`config.mk`:
```
export PLATFORM = sky130hd
export DESIGN_NAME = keypad_matrix_emulator_flat
export DESIGN_NICKNAME = d
export VERILOG_FILES = /design/src/rtl/keypad_matrix_emulator_if.sv /design/src/rtl/keypad_matrix_emulator.sv /design/src/flat_wrapper.sv
export SDC_FILE = /design/constraint.sdc
export NUM_CORES = 1
export LEC_CHECK = 0
export CAP_MARGIN = 20
export CORE_MARGIN = 2
export CORE_UTILIZATION = 57
export DETAILED_ROUTE_END_ITERATION = 8
export GPL_ROUTABILITY_DRIVEN = 0
export GPL_TIMING_DRIVEN = 0
export MAX_ROUTING_LAYER = met4
export PLACE_DENSITY = 0.87
export SYNTH_ARGS = -nofsm -noshare
export SYNTH_HDL_FRONTEND = slang
export SYNTH_SLANG_ARGS = --single-unit
```
`constraint.sdc`:
```
create_clock -name clk -period 2.63 [get_ports clk]
set_input_delay 0.789 -clock clk [delete_from_list [all_inputs] [get_ports clk]]
set_output_delay 0.789 -clock clk [all_outputs]
set_load 0.02 [all_outputs]
```
`src/rtl/keypad_matrix_emulator_if.sv`:
```
// Key-entry port of the keypad matrix emulator.
// A sequencer (master) offers a 5-bit key code with key_valid; the emulator
// (slave) answers with key_ready. A transfer happens on a clock edge where
// key_valid and key_ready are both high.
//   key_code   master->slave  5  key to press (0..15 legal, 16..31 illegal)
//   key_valid  master->slave  1  key_code is valid
//   key_ready  slave->master  1  emulator queue can take a key
interface keypad_matrix_emulator_if;
    logic [4:0] key_code;
    logic       key_valid;
    logic       key_ready;

    modport master (output key_code, output key_valid, input key_ready);
    modport slave  (input key_code, input key_valid, output key_ready);
endinterface

```
`src/rtl/keypad_matrix_emulator.sv`:
```
// 4x4 membrane keypad emulator.
// Queued key codes are replayed as physical keystrokes towards a column-scanning
// driver: while a key is pressed, the row line of that key follows the strobe of
// its column; press and release lengths are counted in full column sweeps.
// Ports:
//   clk          system clock (shared with the scan driver)
//   rst_n        asynchronous active-low reset
//   key_if       key-entry valid/ready port (slave side)
//   col          one-hot column strobe from the scan driver
//   fila         one-hot row response, 0 when no key is seen
//   pressed      high while a key is held down
//   key_done     one-cycle pulse when a key is released
//   err_invalid  one-cycle pulse after an illegal code was consumed
//   busy         a key is being played or waiting in the queue
module keypad_matrix_emulator #(
    parameter int HOLD_SCANS = 4,
    parameter int GAP_SCANS  = 2,
    parameter int FIFO_DEPTH = 4
) (
    input  logic                     clk,
    input  logic                     rst_n,
    keypad_matrix_emulator_if.slave  key_if,
    input  logic [3:0]               col,
    output logic [3:0]               fila,
    output logic                     pressed,
    output logic                     key_done,
    output logic                     err_invalid,
    output logic                     busy
);
    localparam int         AW     = $clog2(FIFO_DEPTH);
    localparam logic [7:0] HOLD_C = 8'(HOLD_SCANS);
    localparam logic [7:0] GAP_C  = 8'(GAP_SCANS);

    typedef enum logic [1:0] {IDLE = 2'd0, PRESS = 2'd1, GAP = 2'd2} state_t;

    state_t        state, state_nxt;
    logic [7:0]    cnt, cnt_nxt;
    logic          done_nxt;
    logic [3:0]    mem [FIFO_DEPTH];
    logic [AW-1:0] wr_ptr, rd_ptr;
    logic [AW:0]   count;
    logic [3:0]    key_col, key_row;
    logic [7:0]    head_map;
    logic          accept, push, pop, sweep;

    // Column/row one-hot pair of a key code, packed as {col, row}.
    function automatic logic [7:0] key_map(input logic [3:0] code);
        case (code)
            4'h1: key_map = {4'b0001, 4'b0001};
            4'h4: key_map = {4'b0001, 4'b0010};
            4'h7: key_map = {4'b0001, 4'b0100};
            4'hF: key_map = {4'b0001, 4'b1000};
            4'h2: key_map = {4'b0010, 4'b0001};
            4'h5: key_map = {4'b0010, 4'b0010};
            4'h8: key_map = {4'b0010, 4'b0100};
            4'h0: key_map = {4'b0010, 4'b1000};
            4'h3: key_map = {4'b0100, 4'b0001};
            4'h6: key_map = {4'b0100, 4'b0010};
            4'h9: key_map = {4'b0100, 4'b0100};
            4'hE: key_map = {4'b0100, 4'b1000};
            4'hA: key_map = {4'b1000, 4'b0001};
            4'hB: key_map = {4'b1000, 4'b0010};
            4'hC: key_map = {4'b1000, 4'b0100};
            4'hD: key_map = {4'b1000, 4'b1000};
            default: key_map = 8'h00;
        endcase
    endfunction

    // Depth is a power of two, so the count MSB alone flags "full".
    assign key_if.key_ready = ~count[AW];
    assign accept   = key_if.key_valid & key_if.key_ready;
    // Illegal codes are still consumed by the handshake, just never queued.
    assign push     = accept & ~key_if.key_code[4];
    // Pop looks at the registered count only: no same-cycle push bypass.
    assign pop      = (state == IDLE) && (count != '0);
    assign sweep    = (col == 4'b1000);
    assign head_map = key_map(mem[rd_ptr]);

    assign pressed  = (state == PRESS);
    assign busy     = (state != IDLE) || (count != '0);
    // Exact compare: non-one-hot strobes never light a row.
    assign fila     = (pressed && col == key_col) ? key_row : 4'b0000;

    always_comb begin
        state_nxt = state;
        cnt_nxt   = cnt;
        done_nxt  = 1'b0;
        case (state)
            IDLE: begin
                if (pop) begin
                    state_nxt = PRESS;
                    cnt_nxt   = 8'd0;
                end
            end
            PRESS: begin
                if (sweep) begin
                    if (cnt + 8'd1 == HOLD_C) begin
                        state_nxt = GAP;
                        cnt_nxt   = 8'd0;
                        done_nxt  = 1'b1;
                    end else begin
                        cnt_nxt = cnt + 8'd1;
                    end
                end
            end
            GAP: begin
                if (sweep) begin
                    if (cnt + 8'd1 == GAP_C) begin
                        state_nxt = IDLE;
                        cnt_nxt   = 8'd0;
                    end else begin
                        cnt_nxt = cnt + 8'd1;
                    end
                end
            end
            default: begin
                state_nxt = IDLE;
                cnt_nxt   = 8'd0;
            end
        endcase
    end

    always_ff @(posedge clk or negedge rst_n) begin
        if (!rst_n) begin
            state       <= IDLE;
            cnt         <= 8'd0;
            key_done    <= 1'b0;
            err_invalid <= 1'b0;
            key_col     <= 4'b0000;
            key_row     <= 4'b0000;
        end else begin
            state       <= state_nxt;
            cnt         <= cnt_nxt;
            key_done    <= done_nxt;
            err_invalid <= accept & key_if.key_code[4];
            if (pop) begin
                key_col <= head_map[7:4];
                key_row <= head_map[3:0];
            end
        end
    end

    always_ff @(posedge clk or negedge rst_n) begin
        if (!rst_n) begin
            wr_ptr <= '0;
            rd_ptr <= '0;
            count  <= '0;
        end else begin
            if (push) wr_ptr <= wr_ptr + AW'(1);
            if (pop)  rd_ptr <= rd_ptr + AW'(1);
            case ({push, pop})
                2'b10:   count <= count + (AW+1)'(1);
                2'b01:   count <= count - (AW+1)'(1);
                default: count <= count;
            endcase
        end
    end

    // Storage needs no reset: pointers and count define what is valid.
    always_ff @(posedge clk) begin
        if (push) mem[wr_ptr] <= key_if.key_code[3:0];
    end
endmodule
```
`src/flat_wrapper.sv`:
```
// flat-port wrapper written by rule: the top's interface ports become plain ports
module keypad_matrix_emulator_flat 
#(
    parameter int HOLD_SCANS = 4,
    parameter int GAP_SCANS  = 2,
    parameter int FIFO_DEPTH = 4
)
  (clk, rst_n, col, fila, pressed, key_done, err_invalid, busy, key_if_key_code, key_if_key_valid, key_if_key_ready);
  keypad_matrix_emulator_if key_if_i ();
  input  logic clk;
  input  logic rst_n;
  input  logic [3:0] col;
  output logic [3:0] fila;
  output logic pressed;
  output logic key_done;
  output logic err_invalid;
  output logic busy;
  input wire logic [$bits(key_if_i.key_code)-1:0] key_if_key_code;
  input wire logic [$bits(key_if_i.key_valid)-1:0] key_if_key_valid;
  output wire logic [$bits(key_if_i.key_ready)-1:0] key_if_key_ready;
  assign key_if_i.key_code = key_if_key_code;
  assign key_if_i.key_valid = key_if_key_valid;
  assign key_if_key_ready = key_if_i.key_ready;
  keypad_matrix_emulator #(.HOLD_SCANS(HOLD_SCANS), .GAP_SCANS(GAP_SCANS), .FIFO_DEPTH(FIFO_DEPTH)) u_core (.clk(clk), .rst_n(rst_n), .key_if(key_if_i), .col(col), .fila(fila), .pressed(pressed), .key_done(key_done), .err_invalid(err_invalid), .busy(busy));
endmodule
```
# Yosys cells after proc, flatten, opt, wreduce, memory -nomap -nowiden
# Memory sizes are Yosys's and may differ from the RTL's. A register that Yosys moved wholly into a read port is not among the register bits.
# Index checks and enable logic that the tools add are counted.
dict set report totals {
  word_cells 61
  register_bits 19
  out_inout_bits 9
  romBits 128
  latchBits 0
  input_bits 12
  mem_count 2
  mem_bits_rw 16
}
# name depth width rd rd_clocked_by_memory_dff wr line
set memory_table {}
lappend memory_table {{(no name shown)} 16 8 1 1 0 keypad_matrix_emulator.sv:48} ;# case (code)
lappend memory_table {u_core.mem 4 4 1 0 1 keypad_matrix_emulator.sv:39} ;# logic [3:0] mem [FIFO_DEPTH];
dict set report classes {
  n_eq_ne 13
  n_shift 0
  bitwise_logic 5
  addsub 5
  n_mux 19
  mul 0
  magnitude_cmp 0
  n_reduce_logical 10
  n_div 0
}
# cell count
set op_table {}
lappend op_table {{8-bit two-way mux} 5}
lappend op_table {{8-bit one-hot mux with 3 select lines} 1}
lappend op_table {{2-bit two-way mux} 5}
lappend op_table {{8-bit by 1-bit adder with 8-bit output (second input constant)} 1}
lappend op_table {{8-bit by 2-bit == test with 1-bit output (second input constant)} 1}
lappend op_table {{8-bit by 3-bit == test with 1-bit output (second input constant)} 1}
lappend op_table {{2-bit by 1-bit != test with 1-bit output (second input constant)} 3}
lappend op_table {{2-bit one-hot mux with 3 select lines} 1}
lappend op_table {{3-bit one-hot mux with 2 select lines} 1}
lappend op_table {{1-bit two-way mux} 5}
lappend op_table {{5-bit AND reduction} 1}
lappend op_table {{2-bit by 1-bit adder with 2-bit output (second input constant)} 2}
lappend op_table {{2-bit by 1-bit == test with 1-bit output (second input constant)} 2}
lappend op_table {{2-bit == test (second input constant)} 2}
lappend op_table {{4-bit == test} 1}
lappend op_table {{4-bit == test (second input constant)} 1}
lappend op_table {{4-bit two-way mux} 1}
lappend op_table {{2-bit != test (second input constant)} 2}
lappend op_table {{2-bit nonzero test} 2}
lappend op_table {{3-bit by 1-bit adder with 3-bit output (second input constant)} 1}
lappend op_table {{1-bit bitwise AND} 3}
lappend op_table {{3-bit AND reduction} 1}
lappend op_table {{3-bit nonzero test} 1}
lappend op_table {{3-bit by 1-bit subtractor with 3-bit output (second input constant)} 1}
lappend op_table {{other kinds (5)} 7}

# Longest topological paths before layout
# Gate-level depths: netlist of run 1.
dict set report logic_depth {
  depth_word 5
  ltp_mapped 10
  depth_no_buf 10
}

# Worst setup path after synthesis of run 1
# No wires, ideal clock.
dict set report synth_timing {
  path_kind {input port to output port}
  start {in col[3]}
  end {out fila[0]}
  t_required_ns 1.841
  t_arrival_ns 1.561
  path_stages 3
  n_path_buf 0
  setup_slack_ns 0.280
  path_cell_list {xor2_1 > nor4_1 > and2_1}
}
dict set report synth_between {
  elab_chain_len 3
}
# element line
set synth_rtl {}
lappend synth_rtl {{start, declared} flat_wrapper.sv:12} ;# input logic [3:0] col;
lappend synth_rtl {{4-bit == test} keypad_matrix_emulator.sv:82} ;# assign fila = (pressed && col == key_col) ? key_row : 4'b0000;
lappend synth_rtl {{1-bit logical AND} keypad_matrix_emulator.sv:82}
lappend synth_rtl {{4-bit two-way mux} keypad_matrix_emulator.sv:82}
lappend synth_rtl {{end, declared} flat_wrapper.sv:13} ;# output logic [3:0] fila;
# Every way passes these cells.

# Worst setup path in the final report of run 1
dict set report layout_timing {
  start {in col[0]}
  end {out fila[3]}
}
# Same word-level chain as after synthesis.

==> results of run 1 <==
## kinds of logic (layout without fill, tap and decap cells)
family	after synthesis	count (layout)	share of synthesized area, %
DFF	43	43	49.4
buffers and inverters	23	52	4.07
muxes	9	9	6.05
adders and majority gates	16	16	8.88
and+or+nand+nor	70	70	15.5
AOI/OAI and AO/OA	36	36	10.5
xor gates and xnor gates	15	15	5.62
## through the flow
| step | std cells | TNS, ns |
|---|---|---|
| finish | 291 | 0 |
| floorplan | 212 | 0 |
| global placement | 282 | -6.49 |
| CTS | 291 | 0 |
| global route | 291 | 0 |
| detailed placement | 283 | -7.40 |
## path summary, 6_finish.rpt
kind | start | end | depth (start not counted)
worst max-delay path | col[0] | fila[3] | 5
worst min-delay path | u_core.key_row[0] | u_core.key_row[0] | 2
worst max register to register | u_core.cnt[0] | u_core.state[0] | 7
worst min register to register | u_core.key_row[0] | u_core.key_row[0] | 2
max in group asynchronous | rst_n | u_core.rd_ptr[1] | 2
min in group asynchronous | rst_n | u_core.cnt[4] | 1
## registers in the layout (all words and copies together) (netlist names)
signal / flops
u_core.cnt: 8
u_core.rd_ptr: 2
u_core.err_invalid: 1
u_core.mem: 16
u_core.state: 2
u_core.key_row: 4
u_core.key_done: 1
u_core.count: 3
u_core.wr_ptr: 2
u_core.key_col: 4
## cells in the mapped netlist (all sizes together) (2+ instances only)
master and count:
dfrtp 27, nand2 25, inv 17, edfxtp 16
ha 15, o21ai 14, and2 10, nor2 10
xnor2 9, nor3 7, a21oi 6, nand3 6
xor2 6, clkbuf 4, mux2i 4, mux4 4
o221ai 4, and3 3, a31oi 2, buf 2
nor3b 2, nor4 2, o21a 2
## what timing repair did
item | 4_1_cts | 5_1_grt
pin swaps | 4 | 2
gates cloned | 0 | 0
gates resized for setup | 39 | 6
setup endpoints to repair | 13 | 8
## cell type report
class	count	share of cell area (%)
Clock inverter	3	0.722
Sequential cell	43	41.7
Tap cell	50	2.26
Timing Repair Buffer	21	7.77
Clock buffer	5	2.48
Buffer	6	1.13
Multi-Input combinational cell	146	41.6
Inverter	17	2.30
## power groups by stage
stage | Sequential, mW | Clock [mW] | Combinational (mW)
2_1_floorplan | 0.948 | 0 | 1.01
3_3_place_gp | 0.967 | 0 | 1.25
3_5_place_dp | 0.977 | 0 | 1.32
4_1_cts | 0.974 | 0.435 | 1.38
5_1_grt | 0.999 | 0.455 | 1.55
6_report | 0.975 | 0.417 | 1.38
## critical path, delay by kind of cell
| family | cells | cell delay [ns] |
|---|---|---|
| simple gates | 2 | 0.45 |
| xor+xnor | 1 | 0.18 |
| buf+inv | 2 | 0.33 |
## per-layer routing
metal	wire length, µm	global-route usage (%)	vias to the layer above
met2	2110	34.6	31
met5	0	-	-
met3	164	5.10	6
li1	-	-	793
met4	63	7.50	0
met1	1960	27.6	802
==> results by stage, run 1 <==
Setup path:
- The arrival time of the worst setup path is 1.76 ns.
- Traced cell by cell, the critical path runs through clkdlybuf4s15_1, xor2_2, nor4_4, and2_1, buf_6.
- The slowest stage cell on the critical path is sky130_fd_sc_hd__nor4_4.
- In this run the worst path has a maximum fanout of 4.
- In this design, the stage delay of the slowest critical-path cell is 0.27 ns.
- The worst setup path is captured at an output pin.
- The critical path is of the in2out type.
- The startpoint type of the worst setup path is an input pin.
- STA puts the critical path data required time at 1.84 ns.
- Setup slack on the worst reg-to-reg path comes out at 0.18 ns.

Pwr:
- Summed over all cells, the static leakage comes to 1.16 nW.
- The power dissipated by switching net loads is 1.16 mW.
- Power spread over the standard cell area amounts to 1000 mW/mm².
- The design draws 2.77 mW.
- Registers are responsible for 35.2% of the overall power.
- The maximum VDD drop is 0.000591 V.
- Net switching is 41.7% of the power.
- The clock network fraction of total power is 15.1%.
- The cell-internal power is 1.62 mW.
- The combinational group share of total power is 49.8%.

Routing:
- Before antenna repair, the detailed router went through 4 iterations.
- The detailed router's first-iteration violation count is 125.
- The mean number of vias per cell is 5.61.
- Once detail routing completed, the nets flagged for antenna violations numbered 0.
- After detailed routing, the average wire length per cell comes to 14.8 µm.
- The total via count after detailed routing is 1632.
- In the routed design, unresolved DRC markers number 0.
- The sum of routed wire length over all layers is 4.30 mm.

Yosys:
- The portion of synthesized cell area occupied by the leading cell type is 28.9%.
- The mean area per synthesized cell is 11.0 µm².
- The cell area that synthesis handed to floorplanning was 0.00234 mm².
- In the synthesized netlist the dominant register cell turns out to be sky130_fd_sc_hd__dfrtp_1.
- Sorting the synthesized cells by area gives the leading types as sky130_fd_sc_hd__dfrtp_1 (29%), sky130_fd_sc_hd__edfxtp_1 (21%), sky130_fd_sc_hd__ha_1 (8.0%), sky130_fd_sc_hd__nand2_1 (4.0%), sky130_fd_sc_hd__mux4_2 (3.9%).
- The synthesized design contains 43 register bits.
- Synthesis produced 212 cells.
- For this run, asynchronously set or reset flops after synthesis account for 62.8%.
- The sequential element share of the synthesized area is 49.4%.
- The Yosys step of the flow raised 0 warnings.
- The number of enable-type register cells in the synthesized netlist is 16.
- Yosys mapped the design onto 41 distinct sky130hd cell types.
- The total nets after synthesis is 240.
- The biggest area contributor in the post-synthesis netlist is sky130_fd_sc_hd__dfrtp_1.

Flow run:
- The tool flagged a number of max-cap violations equal to 0.

Placed design:
- The half-perimeter wire length after detailed placement is 3.12 mm.
- Summing all placed instances gives a cell area of 0.00263 mm².
- The pre-CTS worst setup slack is -0.830 ns.
- Port buffering added 20 buffers.

Clock tree:
- The clock net in this run drives a total of 43 sinks.
- Clock latency on the worst-skew pair, taken at its later pin, is 0.30 ns.
- TritonCTS built the clock tree.
- Buffers added to address setup during post-CTS repair amount to 0.
- The clock passes through at most 2 buffers.
- The root buffer cell chosen for the clock tree is sky130_fd_sc_hd__clkbuf_8.
- Hold repair after CTS inserted 0 buffers.
- The H-tree generated during clock tree synthesis spans 2 levels.
- The CTS buffer count is 5.
- The clock transition at the register clock pins on the worst setup and hold paths after CTS is 0.08 ns.

Cells and area:
- The share of the core filled with cells is 69.8%.
- The library cell used most frequently in the layout, excluding fill and tap cells, is sky130_fd_sc_hd__dfrtp_1.
- The combined flip-flop and latch cell area is 0.00116 mm².
- In the final layout, the share of cells above drive strength 1 is 14.9%.
- At the end of the flow, the number of nets in the layout was 268.
- The layout has 301 filler cells.
- The area occupied by multi-input gates is 0.00115 mm².
- The number of antenna diodes in the final layout is 0.
- The final instance area is 0.00277 mm².
- The library cells used most frequently in the layout, excluding fill and tap cells, are sky130_fd_sc_hd__dfrtp_1 (27), sky130_fd_sc_hd__nand2_1 (25), sky130_fd_sc_hd__inv_1 (16), sky130_fd_sc_hd__edfxtp_1 (16).
- The relative area change from synthesis to final layout is 18.5%.

Global route:
- The initial antenna violation count came to 0.
- After global routing the overflow that remains totals 0.
- For this run, the total global-route usage over all layers was measured as 21.8%.
- The first global-routing pass estimated 7.18 mm of wire.
- The via count of the first global-routing pass came to 1598.
- Entering global routing, the biggest net connects 18 pins.

STA:
- The worst setup slack after layout is 0.0824 ns.
- The hold violation total from the final report is 0.
- For the final database, setup skew stands at 0.00422 ns.
- The smallest clock period supported by the final layout is computed as 2.55 ns.
- Setup violations remaining at the end of the flow were counted as 0.
- The post-route fraction of the period consumed by the critical path is 96.9%.
- At the pin with the least slew margin, the transition time is 0.624 ns.
- The worst hold slack is 0.473 ns.
- The number of max-slew violations in the final report came to 0.
- Setup repair after global routing left no endpoint under its margin.
- The worst pin sits at a relative slew slack of 58.3%.
- The fmax is 0.393 GHz.

Min path:
- The worst hold path class is reg2reg.

Die:
- The starting utilization of the core area is 58.9%.
- The area of the core region is 0.00397 mm².
- In this run the core area contains 23 standard-cell rows.
- The top-level port count is 21.
- The die is 68.1 µm wide.
- In this run the vertical extent of the chip is 68.1 µm.
- The die covers 0.00463 mm².

Run status:
- The run finished with clean final reports.
No activity file was read; power rests on OpenSTA's default activity.
==> inputs of run 2 (changes only) <==
--- a/config.mk
+++ b/config.mk
@@ -5,6 +5,7 @@
 export SDC_FILE = /design/constraint.sdc
 export NUM_CORES = 1
 export LEC_CHECK = 0
+export ABC_CLOCK_PERIOD_IN_PS = 2630
 export CAP_MARGIN = 20
 export CORE_MARGIN = 2
 export CORE_UTILIZATION = 57
==> results of run 2 <==
The final DEF is identical to that of run 1; final timing and power are the same.
==> inputs of run 3 (changes only) <==
--- a/config.mk
+++ b/config.mk
@@ -5,15 +5,14 @@
 export SDC_FILE = /design/constraint.sdc
 export NUM_CORES = 1
 export LEC_CHECK = 0
-export ABC_CLOCK_PERIOD_IN_PS = 2630
 export CAP_MARGIN = 20
 export CORE_MARGIN = 2
-export CORE_UTILIZATION = 57
+export CORE_UTILIZATION = 51
 export DETAILED_ROUTE_END_ITERATION = 8
 export GPL_ROUTABILITY_DRIVEN = 0
 export GPL_TIMING_DRIVEN = 0
 export MAX_ROUTING_LAYER = met4
-export PLACE_DENSITY = 0.87
+export PLACE_DENSITY = 0.8
 export SYNTH_ARGS = -nofsm -noshare
 export SYNTH_HDL_FRONTEND = slang
 export SYNTH_SLANG_ARGS = --single-unit
==> results by stage, run 3 (same netlist as run 1, synthesis figures left out) <==
Global route:
- The total overflow left after global routing is 0.
- Across every metal layer, demand over resource in global routing totals 18.6%.
- The wire length of the first global-routing pass is 7.17 mm.
- Entering global routing, the biggest net connects 17 pins.
- The initial antenna violation count came to 0.
- The via count of the first global-routing pass is 1568.

Routing:
- After detailed routing, the number of remaining DRC violations is 0.
- Dividing the detail-routed via count by the number of cells gives 5.65.
- The detailed router placed 1654 vias in this run.
- The number of detailed-routing iterations run before antenna repair is 4.
- The detailed router's first-iteration violation count is 121.
- The mean routed wirelength per cell is 14.1 µm.
- For this block, the routed nets add up to 4.13 mm of wire.
- The count of nets left with antenna violations after detail routing is 0.

Min path:
- The source of the worst hold timing path is u_core.key_row[1].
- The worst hold path terminates at u_core.key_row[1].
- The number of cells on the worst hold path is 2.
- The worst hold path class is reg2reg.

Cells and area:
- The relative area change from synthesis to final layout is 17.5%.
- The final layout contains 268 nets.
- Ranked by flip-flop count, first place goes to u_core.mem.
- Leaving out fill and tap cells, the most frequent cells in the layout are sky130_fd_sc_hd__dfrtp_1 (27), sky130_fd_sc_hd__nand2_1 (25), sky130_fd_sc_hd__inv_1 (17).
- The repair_antennas step left the layout with diodes totalling 0.
- The library cell used most frequently in the layout, excluding fill and tap cells, is sky130_fd_sc_hd__dfrtp_1.
- In the final layout, the registers with the most flip-flops are u_core.mem x16, u_core.cnt x8.
- Cells with a size suffix above 1 make up 13.7% of the layout.
- The register with the most flip-flops in the layout has 16 of them.

Die:
- The die outline area is 0.00514 mm².
- The floorplan step set the die height to 71.7 µm.
- After floorplanning, the core was sized to cover 0.00438 mm².
- The number of placement rows is 24.
- Once the floorplan was initialized, standard cells occupied 53.3% of the core.
- The top-level port count is 21.
- The die is 71.7 µm wide.

Clock tree:
- TritonCTS built the clock tree.
- For the worst-skew pair, the clock arrives at the later sink with an insertion delay of 0.29 ns.
- The H-tree was split into 2 levels.
- The CTS buffer count is 5.
- The post-CTS repair timing setup buffer count is 0.
- After clock tree synthesis, the clock-pin slew on the worst setup and hold paths is 0.07 ns.
- The clock passes through at most 2 buffers.
- The quantity of hold-fixing buffers added after cts is 0.
- The root buffer cell is sky130_fd_sc_hd__clkbuf_8.
- The clock sink count is 43.

Placed design:
- The number of I/O port buffers is 20.
- At the placement stage, the worst setup path has a slack of -0.859 ns.
- The half-perimeter wire length after detailed placement is 3.05 mm.

Setup path:
- The arrival time of the worst setup path is 1.75 ns.
- The logic depth of the worst register-to-register path is 7.
- The biggest cell delay along the critical path is 0.27 ns.
- Along the worst path, the maximum fanout reaches 4.
- The critical path endpoint category is an output pin.
- The origin of the critical flop-to-flop path is u_core.cnt[0].
- The endpoint of the lowest-slack register-to-register path is u_core.state[0].
- The required time at the worst-slack endpoint is 1.84 ns.
- The worst setup path is of the in2out kind.
- The critical path goes through buf_2, xnor2_1, nand2_1, nor4_4, and2_1, buf_4.
- The slowest stage cell on the critical path is sky130_fd_sc_hd__nor4_4.
- The worst register-to-register path has a setup slack of 0.21 ns.
- The startpoint type of the worst setup path is an input pin.

Pwr:
- Across the VDD grid, the largest voltage drop is 0.000584 V.
- The power density normalized to cell area is 990 mW/mm².
- The static leakage is 1.16 nW.

STA:
- At the pin with the least slew margin, the transition time is 0.666 ns.
- The hold violation total from the final report is 0.
- Setup slack on the critical path of the routed design comes to 0.0939 ns.
- Static timing analysis puts the maximum clock frequency at 0.394 GHz.
- For the final routed database, the setup TNS stands at 0 ns.
- The final-report setup violation count is 0.
- In this run the tightest slew margin relative to its limit is 55.4%.
- The worst path uses 96.4% of the clock period.
- Across the routed clock network, the largest skew measured is 0.00573 ns.
- Subtracting the final worst setup slack from the clock period gives 2.54 ns.
- Setup repair after global routing left no endpoint under its margin.
- The number of max-slew violations in the final report is 0.

Run status:
- The flow ran to the end, and the final reports show no timing, DRC or antenna violations.

Flow run:
- Across the run, the number of max-cap violations was 0.
run 3: cell count changes in the layout (fill, tap and decap cells not counted), sizes merged:
cell           previous run  this run
clkinvlp                  1         0
clkbuf                   10        14
dlygate4sd2               0         1
clkdlybuf4s15             2         0
clkinv                    2         0
run 3: worst max-delay path by stage:
stage / startpoint / cells past startpoint / slack [ns] / to
final: col[1] / 6 / 0.09 / fila[1]
after CTS: col[2] / 5 / -0.001 / fila[2]
after detailed placement: col[1] / 6 / -0.86 / fila[2]
after global placement: col[1] / 6 / -0.81 / fila[1]
after floorplan: col[3] / 3 / 0.28 / fila[0]
after global routing: col[1] / 6 / 0.02 / fila[0]
run 3: critical path: cells and delay by family:
| family | cells | cell delay, ns |
|---|---|---|
| buffers and inverters | 2 | 0.25 |
| XOR/XNOR | 1 | 0.16 |
| AND/OR/NAND/NOR | 3 | 0.54 |
run 3: per-layer routing:
layer | track usage (%) | part of all wire [%] | vias up | routed length, µm
met3 | 3.38 | 4.8 | 6 | 198
met2 | 30.0 | 49 | 42 | 2030
met5 | - | 0 | - | 0
met4 | 6.92 | 1.5 | 0 | 63
met1 | 23.6 | 44 | 802 | 1840
li1 | - | - | 804 | -
run 3: report_power, final:
part / internal [mW] / switching, mW
clock: 0.189 / 0.210
sequential: 0.855 / 0.114
combinational: 0.570 / 0.782
total: 1.61 / 1.11
run 3: final cells by class:
cell class,count,area [µm²]
multi-input combinational,146,1150
timing repair buffer,21,205
sequential,43,1160
fill,375,1640
inverter,17,63.8
tap,52,65.1
buffer,6,31.3
clock buffer,8,80.1
run 3: timing repair:
action | 4_1_cts | 5_1_grt
gates resized for setup | 36 | 6
endpoints found under the setup margin | 12 | 6
pin swaps | 3 | 2
run 3: through the flow:
stage               area (µm²)  utilization, %  hold slack, ns  power (mW)  instances
global route              2750            62.7           0.502        2.95        293
detailed placement        2630            60.0           0.465        2.29        285
CTS                       2740            62.5           0.484        2.72        293
finish                    2750            62.7           0.476        2.72        293
floorplan                 2340               -           0.440        1.96        212
global placement          2600            59.4           0.454        2.23        284
